## config.mk

```make
export PLATFORM = sky130hd
export DESIGN_NAME = jump_traj_gen
export DESIGN_NICKNAME = d
export VERILOG_FILES = /design/src/rtl/jump_traj_gen.sv
export SDC_FILE = /design/constraint.sdc
export NUM_CORES = 1
export LEC_CHECK = 0
export ABC_CLOCK_PERIOD_IN_PS = 5500
export BUFFER_PORTS_ARGS = -buffer_cell sky130_fd_sc_hd__buf_2
export CAP_MARGIN = 20
export CORE_MARGIN = 2
export CORE_UTILIZATION = 30
export CTS_BUF_LIST = sky130_fd_sc_hd__clkbuf_2
export DETAILED_ROUTE_END_ITERATION = 10
export MAX_ROUTING_LAYER = met4
export PLACE_DENSITY = 0.45
export SLEW_MARGIN = 40
export SYNTH_ARGS = -nofsm -noshare
export SYNTH_HDL_FRONTEND = slang
export SYNTH_SLANG_ARGS = --single-unit
```

## constraint.sdc

```tcl
create_clock -name clk_jump -period 5.5 [get_ports clk_jump]
set_clock_uncertainty 0.1 [all_clocks]
set_input_delay 0.275 -clock clk_jump [delete_from_list [all_inputs] [get_ports clk_jump]]
set_output_delay 0.275 -clock clk_jump [all_outputs]
set_load 0.02 [all_outputs]
```

## src/rtl/jump_traj_gen.sv

```systemverilog
// Ballistic jump trajectory generator: one integration step per clk_jump tick,
// with start handshake, platform landing, miss detection and output saturation.
module jump_traj_gen #(
  parameter int unsigned H_W     = 9,
  parameter int unsigned D_W     = 11,
  parameter int unsigned V_W     = 11,
  parameter int unsigned GRAVITY = 1,
  parameter int unsigned VX      = 1,
  parameter int unsigned FRAC    = 0
) (
  input  logic           clk_jump,
  input  logic           rst_n,
  input  logic           en,
  input  logic           i_start,
  input  logic [V_W-1:0] i_v_init,
  input  logic [H_W-1:0] i_land_h,
  output logic [H_W-1:0] o_height,
  output logic [D_W-1:0] o_dist,
  output logic           o_busy,
  output logic           o_done,
  output logic           o_miss
);

  localparam int unsigned ACC_W = 2 * V_W + FRAC + 2;

  localparam logic signed [ACC_W-1:0] ZERO   = '0;
  localparam logic signed [ACC_W-1:0] GRAV_S = ACC_W'(GRAVITY);
  localparam logic signed [ACC_W-1:0] HMAX_S = ACC_W'((64'd1 << H_W) - 64'd1);
  localparam logic        [D_W:0]     DMAX   = {1'b0, {D_W{1'b1}}};
  localparam logic        [D_W:0]     VX_E   = (D_W + 1)'(VX);

  typedef enum logic [1:0] {StIdle, StRise, StFall, StDone} state_e;

  state_e                  state_q, state_d;
  logic signed [ACC_W-1:0] acc_q, acc_d;
  logic signed [ACC_W-1:0] vel_q, vel_d;
  logic signed [ACC_W-1:0] peak_q, peak_d;
  logic        [H_W-1:0]   land_h_q, land_h_d;
  logic        [H_W-1:0]   height_q, height_d;
  logic        [D_W-1:0]   dist_q, dist_d;
  logic                    miss_q, miss_d;

  logic signed [ACC_W-1:0] acc_n;
  logic signed [ACC_W-1:0] vel_n;
  logic signed [ACC_W-1:0] acc_sh;
  logic signed [ACC_W-1:0] land_ext;
  logic signed [ACC_W-1:0] vel_init;
  logic        [D_W:0]     dist_sum;
  logic        [D_W-1:0]   dist_next;
  logic        [H_W-1:0]   height_sat;

  always_comb begin
    acc_n    = acc_q + vel_q;
    vel_n    = vel_q - GRAV_S;
    acc_sh   = acc_n >>> FRAC;
    land_ext = $signed({{(ACC_W - H_W){1'b0}}, land_h_q});
    vel_init = $signed({{(ACC_W - V_W){1'b0}}, i_v_init}) <<< FRAC;

    dist_sum  = {1'b0, dist_q} + VX_E;
    dist_next = (dist_sum > DMAX) ? {D_W{1'b1}} : dist_sum[D_W-1:0];

    if (acc_sh < ZERO) begin
      height_sat = '0;
    end else if (acc_sh > HMAX_S) begin
      height_sat = '1;
    end else begin
      height_sat = acc_sh[H_W-1:0];
    end
  end

  always_comb begin
    state_d  = state_q;
    acc_d    = acc_q;
    vel_d    = vel_q;
    peak_d   = peak_q;
    land_h_d = land_h_q;
    height_d = height_q;
    dist_d   = dist_q;
    miss_d   = miss_q;

    if (!en) begin
      state_d  = StIdle;
      acc_d    = '0;
      vel_d    = '0;
      peak_d   = '0;
      land_h_d = '0;
      height_d = '0;
      dist_d   = '0;
      miss_d   = 1'b0;
    end else begin
      unique case (state_q)
        StIdle, StDone: begin
          if (i_start) begin
            land_h_d = i_land_h;
            acc_d    = '0;
            vel_d    = vel_init;
            peak_d   = '0;
            height_d = '0;
            dist_d   = '0;
            miss_d   = 1'b0;
            state_d  = (i_v_init != '0) ? StRise : StFall;
          end
        end
        StRise: begin
          acc_d    = acc_n;
          vel_d    = vel_n;
          dist_d   = dist_next;
          height_d = height_sat;
          if (acc_sh > peak_q) begin
            peak_d = acc_sh;
          end
          if (vel_n <= ZERO) begin
            state_d = StFall;
          end
        end
        StFall: begin
          acc_d    = acc_n;
          vel_d    = vel_n;
          dist_d   = dist_next;
          height_d = height_sat;
          // Platform only counts on the way down; the floor always ends the jump,
          // which also covers a zero-velocity launch.
          if ((vel_q < ZERO) && (land_ext <= peak_q) && (acc_sh <= land_ext)) begin
            height_d = land_h_q;
            miss_d   = 1'b0;
            state_d  = StDone;
          end else if (acc_n <= ZERO) begin
            height_d = '0;
            miss_d   = (land_ext > peak_q);
            state_d  = StDone;
          end
        end
        default: state_d = StIdle;
      endcase
    end
  end

  always_ff @(posedge clk_jump) begin
    if (!rst_n) begin
      state_q  <= StIdle;
      acc_q    <= '0;
      vel_q    <= '0;
      peak_q   <= '0;
      land_h_q <= '0;
      height_q <= '0;
      dist_q   <= '0;
      miss_q   <= 1'b0;
    end else begin
      state_q  <= state_d;
      acc_q    <= acc_d;
      vel_q    <= vel_d;
      peak_q   <= peak_d;
      land_h_q <= land_h_d;
      height_q <= height_d;
      dist_q   <= dist_d;
      miss_q   <= miss_d;
    end
  end

  assign o_height = height_q;
  assign o_dist   = dist_q;
  assign o_miss   = miss_q;
  assign o_busy   = (state_q == StRise) || (state_q == StFall);
  assign o_done   = (state_q == StDone);

endmodule

```

==> impl_metrics.ini <==
[clock_tree]
cts-root-to-sink-buffers = 2
cts.clk_slew.worst_paths_ns = 0.31
cts.sinks = 104
cts_made_buffers = 9
cts_tree = done
root_buffer = sky130_fd_sc_hd__clkbuf_2
number_of_setup_buffers_added_after_cts = 0
cts-htree-levels = 3
ctsResizeCount = 0
clkLatencyLatePin_ns = 0.66

[grt]
groute.usage.overall_pct = 19.3
wire_length_of_the_first_global_routing_pass_mm = 39.0
grt_start_max_net_pins = 63
first_global_vias = 6905
gr_overflow_total = 0
antenna_found_initial = 1

[placed_design]
place_congestion = 0.933
detailed_place_hpwl_mm = 18.2
count_of_port_buffers_added_during_placement = 46

[power_and_ir_drop]
pleak_nw = 3.34
vdd.ir_drop.worst_mv = 0.135
power-per-cell-area_nw_per_um2 = 230

[critical_path]
cp_num_buf_inv = 2
path_depth = 17
end_kind = flop
cpMaxStageDelayCell = sky130_fd_sc_hd__dfxtp_1
worst_ep_arrival_time_ns = 5.43
criticalPathCategory = flop to flop
crit_fanout = 17
cpLargestDelayFamily = compound AO/OA/AOI/OAI gates
crit_path_cell_trace = ha_1 > fa_1 > a211oi_2 > o211ai_1 > a21oi_1 > o21ai_0 > xnor2_1 > inv_1 > ha_1 > a2111oi_0 > o21ai_0 > o32ai_1 > o221ai_1 > o21ai_1 > a2111o_1 > buf_12 > o22ai_1
crit_path_max_incr_delay_ns = 0.44
worstSetupStartpointType = flop
reg2reg_depth = 17
worstPathRequired_ns = 5.95

[floorplanning]
placement_rows = 57
floorplan.die.height_um = 162
num_io_pins = 47
floorplan.initialDensity_pct = 30.6
fp.dieW_um = 162
design.die.area_um2 = 26100
core_um2 = 24300

[run]
number_of_maximum_capacitance_constraint_violations = 0

[synthesis]
synth_top_area_cell = sky130_fd_sc_hd__dfxtp_1
yosys.area_share.simple_pct = 22.5
synth_edf_count = 0
synthesis.nets = 1059
synthesis.area_um2 = 7450
synth.mux.area_fraction_pct = 0.286
synth-seq-cells = 104
synth_top_family_by_area = compound AO/OA/AOI/OAI gates
post-synth-top-area-fraction_pct = 28.0
yosysSeqAreaShare_pct = 28.0
ys_async_sr_fraction_pct = 0
synth.yosys.warnings = 0
synth-adder-area-share_pct = 12.0
synthTopCellsByCount = sky130_fd_sc_hd__dfxtp_1 (104), sky130_fd_sc_hd__nand2_1 (97), sky130_fd_sc_hd__nor2_1 (93)
synthCells = 964
synth_area_leaders = sky130_fd_sc_hd__dfxtp_1 (28%), sky130_fd_sc_hd__ha_1 (12%), sky130_fd_sc_hd__a21oi_1 (5.2%)
yosys.cell_count.top_type = sky130_fd_sc_hd__dfxtp_1
synth_compound_area_share_pct = 28.0
yosys.cell_types.count = 82
synth_flop_cell = sky130_fd_sc_hd__dfxtp_1
post_synth.cell_area_avg_um2 = 7.73
yosys.area_share.xor_xnor_pct = 2.70

[timing]
post-route-period-util_pct = 90.5
unrepaired_setup_endpoints_after_global_routing = no
finalHoldViolCount = 0
slew_headroom_pct = 48.0
totalNegativeSetupSlack_ns = 0
achievable-frequency_mhz = 201
worstMarginPinSlew_ns = 0.778
slew_violations = 0
final_setup_viols = 0
fin_crit_ns = 4.98

[drt]
detailroute.via_count = 7258
drt_first_iter_violations = 520
routed_wl_mm = 24.3
final_antenna_net_count = 0
drt_pre_antenna_iters = 5
via_count_normalized_by_instance_count = 5.40
drc = 0
avgRoutedWirePerCell_um = 18.1

[layout]
layout-drive-gt1-share_pct = 10.1
area_delta_synth_final_pct = 12.6
final_core_util_pct = 34.5
layout.nets = 1109

[min_path]
hold_path.class = primary input to flop
hold_depth = 3

[status]
status = finished clean
==> kinds of logic (layout without fill, tap and decap cells) <==
kind of cell / count (synthesis) / in the layout
other cells: 0 / 1
compound gates: 306 / 306
xor+xnor: 23 / 23
simple gates: 341 / 341
mux: 2 / 2
fa+ha+maj: 71 / 71
buf+inv: 117 / 172
flops: 104 / 104
==> path summary, 6_finish.rpt <==
kind / from / slack [ns] / to
worst max-delay path: vel_q[0] / 0.52 / peak_q[14]
worst min-delay path: en / 0.11 / vel_q[10]
worst max register to register: vel_q[0] / 0.52 / peak_q[14]
worst min register to register: peak_q[2] / 0.38 / peak_q[2]
==> flip-flops by register name, indices dropped and copies added (netlist names) <==
| name | count |
|---|---|
| state_q | 2 |
| o_height | 9 |
| peak_q | 24 |
| o_dist | 11 |
| land_h_q | 9 |
| o_miss | 1 |
| vel_q | 24 |
| acc_q | 24 |
==> layout make-up <==
type                       count  area [um^2]
clock inverter                 7         65.1
fill                        2608        15900
timing repair buffer          89          641
sequential                   104         2080
clock buffer                   9         45.0
tap                          324          405
inverter                      67          251
multi-input combinational    743         4890
antenna                        1         2.50
==> per-stage QoR <==
| stage | setup slack, ns | area, um^2 | total power, mW | std cells | hold slack (ns) |
|---|---|---|---|---|---|
| global route | 0.110 | 8390 | 2.07 | 1344 | 0.0726 |
| detailed placement | 0.699 | 7970 | 1.55 | 1297 | 0.352 |
| global placement | 0.705 | 7970 | 1.55 | 1297 | 0.344 |
| finish | 0.520 | 8390 | 1.93 | 1344 | 0.108 |
| floorplan | 1.35 | 7450 | 1.36 | 964 | 0.311 |
| CTS | 0.617 | 8380 | 1.95 | 1343 | 0.0733 |
==> placed cells by master, fill, tap and decap left out, types with 13 or more instances in the layout <==
master                          Yosys  final
sky130_fd_sc_hd__o22ai_1           25     25
sky130_fd_sc_hd__dfxtp_1          104    104
sky130_fd_sc_hd__a21oi_1           77     77
sky130_fd_sc_hd__ha_1              70     70
sky130_fd_sc_hd__nand2_1           97     96
sky130_fd_sc_hd__xnor2_1           13     13
sky130_fd_sc_hd__nor2_1            93     91
sky130_fd_sc_hd__dlygate4sd3_1      0     30
sky130_fd_sc_hd__buf_2             14     46
sky130_fd_sc_hd__or3_1             14     14
sky130_fd_sc_hd__nand4_1           22     22
sky130_fd_sc_hd__inv_1             65     65
sky130_fd_sc_hd__nor3_1            24     24
sky130_fd_sc_hd__a22oi_1           33     33
sky130_fd_sc_hd__o21ai_0           46     46
==> metal layers <==
metal,vias up,share of wire [%],GRT usage (%)
li1,3642,-,-
met1,3434,50,27.0
met2,159,45,30.1
met3,23,3.3,2.03
met4,0,1.3,4.50
met5,-,0,-
==> power breakdown <==
group	switching [mW]	total (mW)	internal, mW	leakage, nW
Sequential	0.0339	0.812	0.779	0.840
Clock	0.302	0.372	0.0704	0.0652
Combinational	0.468	0.744	0.275	2.44
Total	0.804	1.93	1.12	3.34
==> what timing repair did <==
action                                 4_1_cts  5_1_grt
endpoints found under the hold margin       21        0
hold buffers                                30        0
setup endpoints to repair                    0        0
==> tightest hold or removal path, delay by kind of cell <==
kind                   cells  cell delay, ns
AO/OA/AOI/OAI              1            0.17
buffers and inverters      1            0.11
AND/OR/NAND/NOR            1            0.28
No activity file was read; power rests on OpenSTA's default activity.
